==> src/rtl/sc_ringosc_meas_ctrl.sv <==
`default_nettype none
// +----------------------------------------------------------------------------+
// | Module      : sc_ringosc_meas_ctrl                                         |
// | Description : Ring-oscillator measurement scheduler. Enables the rings     |
// |               selected by a mask one at a time, lets each settle, counts   |
// |               its synchronised rising edges over a programmable gate       |
// |               window and hands each count out over valid/ready.            |
// | Ports       : clk_i/rst_ni        clock, async active-low reset            |
// |               start_i/abort_i     begin / cancel a sweep                   |
// |               mask_i, gate_cycles_i  sweep set-up, latched at start        |
// |               osc_i               divided ring outputs (async to clk_i)    |
// |               osc_en_o            one-hot ring enable                      |
// |               busy_o, done_o      sweep in progress / end-of-sweep pulse   |
// |               result_*            ring index and edge count, valid/ready   |
// | Revision    : 1.0 - initial release                                        |
// +----------------------------------------------------------------------------+
module sc_ringosc_meas_ctrl #(
   parameter int  NUM_OSC       = 8,
   parameter int  GATE_W        = 16,
   parameter int  CNT_W         = 20,
   parameter int  SETTLE_CYCLES = 16,
   localparam int IDX_W         = (NUM_OSC > 1) ? $clog2(NUM_OSC) : 1
) (
   input  logic               clk_i,
   input  logic               rst_ni,
   input  logic               start_i,
   input  logic               abort_i,
   input  logic [NUM_OSC-1:0] mask_i,
   input  logic [GATE_W-1:0]  gate_cycles_i,
   input  logic [NUM_OSC-1:0] osc_i,
   output logic [NUM_OSC-1:0] osc_en_o,
   output logic               busy_o,
   output logic               result_valid_o,
   input  logic               result_ready_i,
   output logic [IDX_W-1:0]   result_idx_o,
   output logic [CNT_W-1:0]   result_cnt_o,
   output logic               done_o
);

   localparam int                 SET_W       = $clog2(SETTLE_CYCLES + 1);
   localparam int                 TMR_W       = (GATE_W > SET_W) ? GATE_W : SET_W;
   localparam logic [TMR_W-1:0]   SETTLE_LOAD = TMR_W'(SETTLE_CYCLES - 1);
   localparam logic [NUM_OSC-1:0] ONE_HOT0    = NUM_OSC'(1);

   typedef enum logic [1:0] {
      ST_IDLE   = 2'd0,
      ST_SETTLE = 2'd1,
      ST_GATE   = 2'd2,
      ST_REPORT = 2'd3
   } state_t;

   state_t             state_q;
   logic [NUM_OSC-1:0] mask_q;      // rings still to be measured in this sweep
   logic [NUM_OSC-1:0] osc_en_q;
   logic [NUM_OSC-1:0] sync1_q;
   logic [NUM_OSC-1:0] sync2_q;
   logic [NUM_OSC-1:0] sync3_q;     // edge-detect history
   logic [GATE_W-1:0]  gate_q;
   logic [TMR_W-1:0]   timer_q;     // cycles remaining in SETTLE/GATE, minus one
   logic [IDX_W-1:0]   idx_q;
   logic [CNT_W-1:0]   cnt_q;
   logic               busy_q;
   logic               valid_q;
   logic               done_q;

   logic [NUM_OSC-1:0] pending_d;
   logic [IDX_W-1:0]   first_idx_d;
   logic [IDX_W-1:0]   next_idx_d;
   logic               edge_d;

   function automatic logic [IDX_W-1:0] lowest_idx(input logic [NUM_OSC-1:0] v);
      logic [IDX_W-1:0] r;
      r = '0;
      for (int i = NUM_OSC - 1; i >= 0; i--) begin
         if (v[i]) r = IDX_W'(i);
      end
      return r;
   endfunction

   // Rings are visited in ascending order, so once the current ring is
   // dropped from the pending set the lowest remaining bit is the next one.
   assign pending_d   = mask_q & ~(ONE_HOT0 << idx_q);
   assign first_idx_d = lowest_idx(mask_i);
   assign next_idx_d  = lowest_idx(pending_d);

   // Rising-edge pulse of the selected ring after the two-flop synchroniser.
   // The pulse stream trails the pins by the pipeline depth; counting it for
   // exactly the GATE cycles gives a window of exactly GATE_CYCLES length.
   assign edge_d = sync2_q[idx_q] & ~sync3_q[idx_q];

   always_ff @(posedge clk_i or negedge rst_ni) begin
      if (!rst_ni) begin
         sync1_q <= '0;
         sync2_q <= '0;
         sync3_q <= '0;
      end else begin
         sync1_q <= osc_i;
         sync2_q <= sync1_q;
         sync3_q <= sync2_q;
      end
   end

   always_ff @(posedge clk_i or negedge rst_ni) begin
      if (!rst_ni) begin
         state_q  <= ST_IDLE;
         mask_q   <= '0;
         osc_en_q <= '0;
         gate_q   <= GATE_W'(1);
         timer_q  <= '0;
         idx_q    <= '0;
         cnt_q    <= '0;
         busy_q   <= 1'b0;
         valid_q  <= 1'b0;
         done_q   <= 1'b0;
      end else begin
         done_q <= 1'b0;
         if (state_q != ST_IDLE && abort_i) begin
            state_q  <= ST_IDLE;
            osc_en_q <= '0;
            valid_q  <= 1'b0;
            busy_q   <= 1'b0;
         end else begin
            case (state_q)
               ST_IDLE: begin
                  if (start_i) begin
                     gate_q <= (gate_cycles_i == '0) ? GATE_W'(1) : gate_cycles_i;
                     if (mask_i == '0) begin
                        done_q <= 1'b1;
                     end else begin
                        mask_q   <= mask_i;
                        idx_q    <= first_idx_d;
                        osc_en_q <= ONE_HOT0 << first_idx_d;
                        timer_q  <= SETTLE_LOAD;
                        busy_q   <= 1'b1;
                        state_q  <= ST_SETTLE;
                     end
                  end
               end
               ST_SETTLE: begin
                  cnt_q <= '0;
                  if (timer_q == '0) begin
                     timer_q <= TMR_W'(gate_q) - TMR_W'(1);
                     state_q <= ST_GATE;
                  end else begin
                     timer_q <= timer_q - TMR_W'(1);
                  end
               end
               ST_GATE: begin
                  if (edge_d && (cnt_q != '1)) cnt_q <= cnt_q + CNT_W'(1);
                  if (timer_q == '0) begin
                     osc_en_q <= '0;
                     valid_q  <= 1'b1;
                     state_q  <= ST_REPORT;
                  end else begin
                     timer_q <= timer_q - TMR_W'(1);
                  end
               end
               ST_REPORT: begin
                  if (result_ready_i) begin
                     valid_q <= 1'b0;
                     if (pending_d != '0) begin
                        mask_q   <= pending_d;
                        idx_q    <= next_idx_d;
                        osc_en_q <= ONE_HOT0 << next_idx_d;
                        timer_q  <= SETTLE_LOAD;
                        state_q  <= ST_SETTLE;
                     end else begin
                        busy_q  <= 1'b0;
                        done_q  <= 1'b1;
                        state_q <= ST_IDLE;
                     end
                  end
               end
               default: state_q <= ST_IDLE;
            endcase
         end
      end
   end

   assign osc_en_o       = osc_en_q;
   assign busy_o         = busy_q;
   assign result_valid_o = valid_q;
   assign result_idx_o   = idx_q;
   assign result_cnt_o   = cnt_q;
   assign done_o         = done_q;

endmodule
`default_nettype wire

==> config.mk <==
export PLATFORM = sky130hd
export DESIGN_NAME = sc_ringosc_meas_ctrl
export DESIGN_NICKNAME = d
export VERILOG_FILES = /design/src/rtl/sc_ringosc_meas_ctrl.sv
export SDC_FILE = /design/constraint.sdc
export NUM_CORES = 1
export LEC_CHECK = 0
export ABC_CLOCK_PERIOD_IN_PS = 2700
export BUFFER_PORTS_ARGS = -buffer_cell sky130_fd_sc_hd__buf_2
export CAP_MARGIN = 0
export CORE_UTILIZATION = 50
export DETAILED_ROUTE_END_ITERATION = 12
export PLACE_DENSITY = 0.73
export SETUP_SLACK_MARGIN = 0.15
export SLEW_MARGIN = 20
export SYNTH_ARGS = -nofsm -noshare
export SYNTH_HDL_FRONTEND = slang
export SYNTH_SLANG_ARGS = --single-unit
==> constraint.sdc <==
create_clock -name clk_i -period 2.7 [get_ports clk_i]
set_clock_uncertainty 0.1 [all_clocks]
set_input_delay 0.405 -clock clk_i [delete_from_list [all_inputs] [get_ports clk_i]]
set_output_delay 0.405 -clock clk_i [all_outputs]
set_load 0.01 [all_outputs]
==> out/metrics.yaml, run 1 <==
status: "completed"
grt_start_max_net_pins: 54
synth_cell_types: 78
async_flop_share_pct: 100
clock-sinks: 100
path_clk_slew_ns: 0.12
worst_pin_slew_ns: 0.651
synth-seq-area-share_pct: 45.4
rsz0062_at_grt: "yes"
final-setup-viol-count: 0
vias: 5016
grt_pass1_wl_mm: 23.6
rows: 37
max_freq_mhz: 393
cts_tree: "yes"
drc: 0
dieArea_um2: 11400
slew_headroom_pct: 56.3
drive_above_1_share_pct: 29.1
track_usage_pct: 26.0
ys_ff_latch: 100
die_x_um: 107
syn_nets: 617
synth_edf_count: 0
core_area_um2: 10500
nFillCells: 853
area_growth_pct: 22.2
regArea_um2: 2510
power_density_nw_per_um2: 997
root_buffer: "clkbuf_8"
reg2reg_slack_ns: 0.15
grt_pass1_vias: 4730
period_share_pct: 94.3
critPathKind: "register to register"
multiInputGateArea_um2: 2920
die_y_um: 107
top_level_ports: 71
dr.pass1.iters: 5
worstSetupStartpointType: "register"
num_antenna_cells: 0
wirelength_mm: 14.0
drv_cap: 0
synth.cell_area_um2: 5510
ys_warn_count: 0
initial_core_util_pct: 52.4
synth_cells: 572
arrival_ns: 2.72
antenna_found_initial: 0
htreeDepth: 3
synth_area_per_cell_um2: 9.64
clk_path_buf_depth: 2
min_path_type: "primary input to register"
placed_area_um2: 6180
final_cell_area_um2: 6730
final_cell_mix: "96 x dfrtp_1, 69 x buf_2, 65 x nand2_1"
synthFlopType: "dfrtp_1"
final_nets: 733
worst-path-max-fanout: 7
worst-endpoint-required_ns: 2.88
viasPerCell: 6.05
antenna_left: 0
end_kind: "register"
layout_commonest_cell: "dfrtp_1"
p_leak_nw: 2.98
vdd_ir_drop_max_uv: 691
tns_ns: 0
final_max_slew_viol_count: 0
drt_iter0_markers: 323
globalRouteOverflowTotal: 0
place_congestion: 0.924
hpwl_mm: 10.0
cts_made_buffers: 9
hold_viol: 0
wire_per_inst_um: 16.9
io_buffers: 70
min_period_ns: 2.55
insertion_delay_ns: 0.38
## report_power, final
part	internal (mW)	total [mW]	switching, mW
clock network	0.387	1.02	0.633
logic	1.55	3.45	1.90
registers	1.83	2.24	0.403
total	3.77	6.71	2.94
## cells in the mapped netlist (7+ instances only)
cell      instances  area share [%]
nand2_1          66             4.5
nor2_1           59             4.0
nor3_1           27             2.5
xor2_1            7             1.1
a21oi_1          19             1.7
xnor2_1          19             3.0
nor4_1           10             1.1
a22o_1            7             1.1
nand4_1          12             1.4
inv_1            19             1.3
a32o_1            8             1.5
mux2_2           15             3.1
nand3_1          15             1.4
clkbuf_1         14            0.95
o22ai_1           7            0.79
o21ai_0          29             2.6
dfrtp_1          99              45
ha_1              8             1.8
## worst max-delay path, stage by stage (launching register included)
cell	delay (ns)
dfrtp_1	0.41
inv_2	0.09
ha_4	0.14
or4b_4	0.48
or4_4	0.60
a21oi_4	0.26
nor2_1	0.06
o2bb2ai_1	0.12
a22o_1	0.18
## flip-flops by register name, summed over array words and instances, names as in the netlist
register        count
result_idx_o        3
sync1_q             8
result_valid_o      1
osc_en_o            8
gate_q             16
sync2_q             8
mask_q              8
state_q             2
timer_q            16
result_cnt_o       20
busy_o              1
sync3_q             8
done_o              1
## final timing paths
kind | from | end | cells after the start
max in group asynchronous | rst_ni | timer_q[14] | 3
max reg2reg | timer_q[1] | timer_q[15] | 8
min in group asynchronous | rst_ni | mask_q[4] | 2
max | timer_q[1] | timer_q[15] | 8
min reg2reg | sync1_q[3] | sync2_q[3] | 0
min | osc_i[5] | sync1_q[5] | 1
## metrics by stage
| stage | util [%] | total power [mW] | setup WS (ns) | hold slack [ns] | instances |
|---|---|---|---|---|---|
| after CTS | 62.1 | 6.43 | 0.150 | 0.00926 | 814 |
| after global routing | 64.1 | 7.18 | 0.0590 | 0.000557 | 829 |
| final | 64.1 | 6.71 | 0.155 | 0.0182 | 829 |
| after global placement | 58.8 | 5.14 | 0.0552 | 0.155 | 789 |
| after detailed placement | 58.8 | 5.21 | -0.0917 | 0.153 | 789 |
| after floorplan | - | 4.25 | 0.182 | 0.00941 | 572 |
## kinds of logic after synthesis
logic type | after synthesis | share of synthesized area (%)
AO/OA/AOI/OAI | 141 | 18.8
flip-flops | 100 | 45.4
adder cells (fa/ha/maj) | 8 | 1.82
buffers and inverters | 41 | 3.52
AND/OR/NAND/NOR | 234 | 21.6
XOR/XNOR | 26 | 4.13
multiplexers | 22 | 4.68
## layout make-up
cell class,count,share of cell area (%)
multi-input combinational,431,43.4
sequential,100,37.2
timing repair buffer,127,12.5
tap,136,2.53
clock buffer,9,1.84
clock inverter,7,1.43
inverter,19,1.06
## timing repair
action                                 CTS  global route
setup endpoints to repair               32            41
hold buffers                             1             0
endpoints found under the hold margin    9             0
pin swaps                                5            10
gates cloned                             0             0
buffers inserted                         8            15
gates resized for setup                  7            23
## metal layers
layer / wire length (um) / global-route usage [%] / part of all wire [%] / vias up
met2: 6690 / 42.1 / 48 / 205
met4: 262 / 8.51 / 1.9 / 0
li1: - / - / - / 2360
met3: 872 / 4.26 / 6.2 / 26
met5: 0 / 0 / 0 / -
met1: 6190 / 35.5 / 44 / 2425
Power figures use the tool's default switching activity.
==> inputs of run 2 (changes only) <==
- ABC_AREA: not set -> 1
==> out/metrics.yaml, run 2 <==
status: "completed"
root_buffer: "clkbuf_16"
post_cts_buffers: 0  # -8
worst-endpoint-required_ns: 2.89  # about the same
hold_viol: 0  # unchanged
worstSetupStartpointType: "register"
num_antenna_cells: 0  # unchanged
synth.cell_area_um2: 5820  # +5.6%
dieArea_um2: 12100  # +5.5%
drive_above_1_share_pct: 16.4  # -13 points
grt_pass1_wl_mm: 22.8  # -3.1%
clk_path_buf_depth: 2  # unchanged
crit_path_frequent_cell: "nand2_1"
dr.pass1.iters: 5  # unchanged
ys_ff_latch: 100  # unchanged
area_growth_pct: 14.8
die_y_um: 110  # +2.7%
synth_top_cell_area_share_pct: 42.6  # -2.4 points
cp_cell_sequence: "inv_1 > ha_1 > nand3_1 > nor2_1 > nand2_1 > nor2_2 > nand2_1 > nand3b_1 > nor2_2 > inv_2 > nand2_1 > nand2_1"
antenna_found_initial: 0  # unchanged
syn_nets: 834  # +35%
min_path_type: "primary input to register"
synth_cell_types: 38  # -51%
final_cell_area_um2: 6680  # -0.78%
hpwl_mm: 9.93  # -1.2%
arrival_ns: 2.48  # -0.24 ns
place_congestion: 0.925  # about the same
path_clk_slew_ns: 0.07  # -0.05 ns
cts_tree: "yes"
final.setup.worst_slack_ns: 0.408  # +0.253 ns
slew_headroom_pct: 55.7  # -0.60 points
max_freq_mhz: 436  # +11%
final_nets: 907  # +24%
vias: 5290  # +5.5%
placed_area_um2: 6340  # +2.7%
grt_pass1_vias: 4906  # +3.7%
synth-seq-area-share_pct: 43.0  # -2.4 points
cp_slowest_stage_delay_ns: 0.40  # -0.20 ns
insertion_delay_ns: 0.35  # -0.03 ns
yosysMostFrequentCell: "nand2_1"
htreeDepth: 3  # unchanged
grt_start_max_net_pins: 45  # -17%
async_flop_share_pct: 100  # unchanged
drv_cap: 0  # unchanged
final-setup-viol-count: 0  # unchanged
drc: 0  # unchanged
wire_per_inst_um: 13.3  # -22%
top_level_ports: 71  # unchanged
period_share_pct: 84.9  # -9.4 points
p_leak_nw: 3.41  # +15%
die_x_um: 110  # +2.7%
synth_area_per_cell_um2: 7.37  # -23%
synth_largest_area_cell: "dfrtp_1"
largest_register_ffs: 20  # unchanged
ys_warn_count: 0  # unchanged
place_ws_ns: 0.270  # +0.361 ns
io_buffers: 70  # unchanged
initial_core_util_pct: 51.2  # -1.3 points
tns_ns: 0  # unchanged
wirelength_mm: 13.4  # -4.4%
vdd_ir_drop_max_uv: 553  # -20%
nFillCells: 1074  # +26%
final_cell_mix: "277 x nand2_1, 99 x nor2_1, 96 x dfrtp_1"
synth_cells: 789  # +38%
p_total_mw: 6.53  # -2.7%
worst_pin_slew_ns: 0.663  # +0.0117 ns
rsz0062_at_grt: "no"
synthFlopType: "dfrtp_1"
critPathSlowestCell: "dfrtp_1"
rows: 39  # +5.4%
clock-sinks: 100  # unchanged
postLayoutCoreUtil_pct: 58.8  # -5.3 points
globalRouteOverflowTotal: 0  # unchanged
critPathKind: "register to register"
antenna_left: 0  # unchanged
ys_top_cells_by_count: "279 x nand2_1, 99 x dfrtp_1, 99 x nor2_1"
drt_iter0_markers: 387  # +20%
holdWs_ns: 0.0545  # +0.0363 ns
cts_made_buffers: 9  # unchanged
dp.cells: 993  # +26%
final_max_slew_viol_count: 0  # unchanged
stdcell_count: 1010  # +22%
reg2reg_slack_ns: 0.41  # +0.25 ns
power_density_nw_per_um2: 978  # -1.9%
viasPerCell: 5.24  # -13%
worst-path-max-fanout: 12  # +5
layout_commonest_cell: "nand2_1"
end_kind: "register"
synth_edf_count: 0  # unchanged
synth.area.top_cells: "dfrtp_1 43%, nand2_1 18%, nor2_1 6.4%"
core_area_um2: 11400  # +8.2%
min_period_ns: 2.29  # -0.253 ns
track_usage_pct: 24.3  # -1.7 points
[run 2: changes by cell type after synthesis, moves of 7 or more]
cell | previous run | this run
buf_2 | 2 | 9
nand2_1 | 66 | 279
a32o_1 | 8 | 0
inv_1 | 19 | 44
nor3_1 | 27 | 3
nor2_1 | 59 | 99
o22ai_1 | 7 | 0
xor2_1 | 7 | 27
a21oi_1 | 19 | 8
a22o_1 | 7 | 0
nand3_1 | 15 | 74
[run 2: repair_timing]
item / CTS / global route
setup endpoints to repair: 0 / 18
hold buffers: 1 / 0
endpoints found under the hold margin: 41 / 0
resized for setup: 0 / 7
[run 2: worst max-delay path: cells and delay by family, from the launching register on]
family                     cells  cell delay, ns
and+or+nand+nor                9            1.25
DFF                            1            0.40
buffers and inverters          2            0.30
adders and majority gates      1            0.19
[run 2: report_power, final]
group	switching, mW	internal, mW	total, mW
logic	1.91	1.04	2.95
clock network	0.584	0.750	1.33
registers	0.381	1.86	2.24
[run 2: per-layer routing]
metal | GRT usage, % | share of wire [%] | vias to the layer above
met2 | 40.9 | 49 | 118
met5 | 0 | 0 | -
met4 | 8.67 | 1.6 | 0
met1 | 31.1 | 46 | 2475
met3 | 4.56 | 3.7 | 17
li1 | - | - | 2680
[run 2: final cells by class]
| cell class | instances | area, um2 | area share, % |
|---|---|---|---|
| multi-input combinational | 614 | 3000 | 44.9 |
| sequential | 100 | 2510 | 37.5 |
| timing repair buffer | 86 | 488 | 7.30 |
| inverter | 51 | 198 | 2.96 |
| tap | 143 | 179 | 2.68 |
| clock buffer | 10 | 239 | 3.58 |
| clock inverter | 6 | 68.8 | 1.03 |
[run 2: kinds of logic (layout without fill, tap and decap cells)]
kind of cell / count (synthesis) / in the layout / synth area share (%)
buffers and inverters: 75 / 153 / 5.59
AND/OR/NAND/NOR: 492 / 492 / 35.4
adder cells (fa/ha/maj): 8 / 8 / 1.72
AO/OA/AOI/OAI: 63 / 63 / 6.09
multiplexers: 11 / 11 / 2.13
flip-flops: 100 / 100 / 43.0
XOR/XNOR: 40 / 40 / 6.02
[run 2: worst paths after layout]
| check | start | endpoint | cells after the start |
|---|---|---|---|
| hold / removal | osc_i[2] | sync1_q[2] | 1 |
| hold reg to reg | sync1_q[5] | sync2_q[5] | 0 |
| min in group asynchronous | rst_ni | osc_en_o[1] | 2 |
| setup reg to reg | timer_q[0] | timer_q[10] | 12 |
| setup / recovery | timer_q[0] | timer_q[10] | 12 |
| max in group asynchronous | rst_ni | result_cnt_o[9] | 3 |
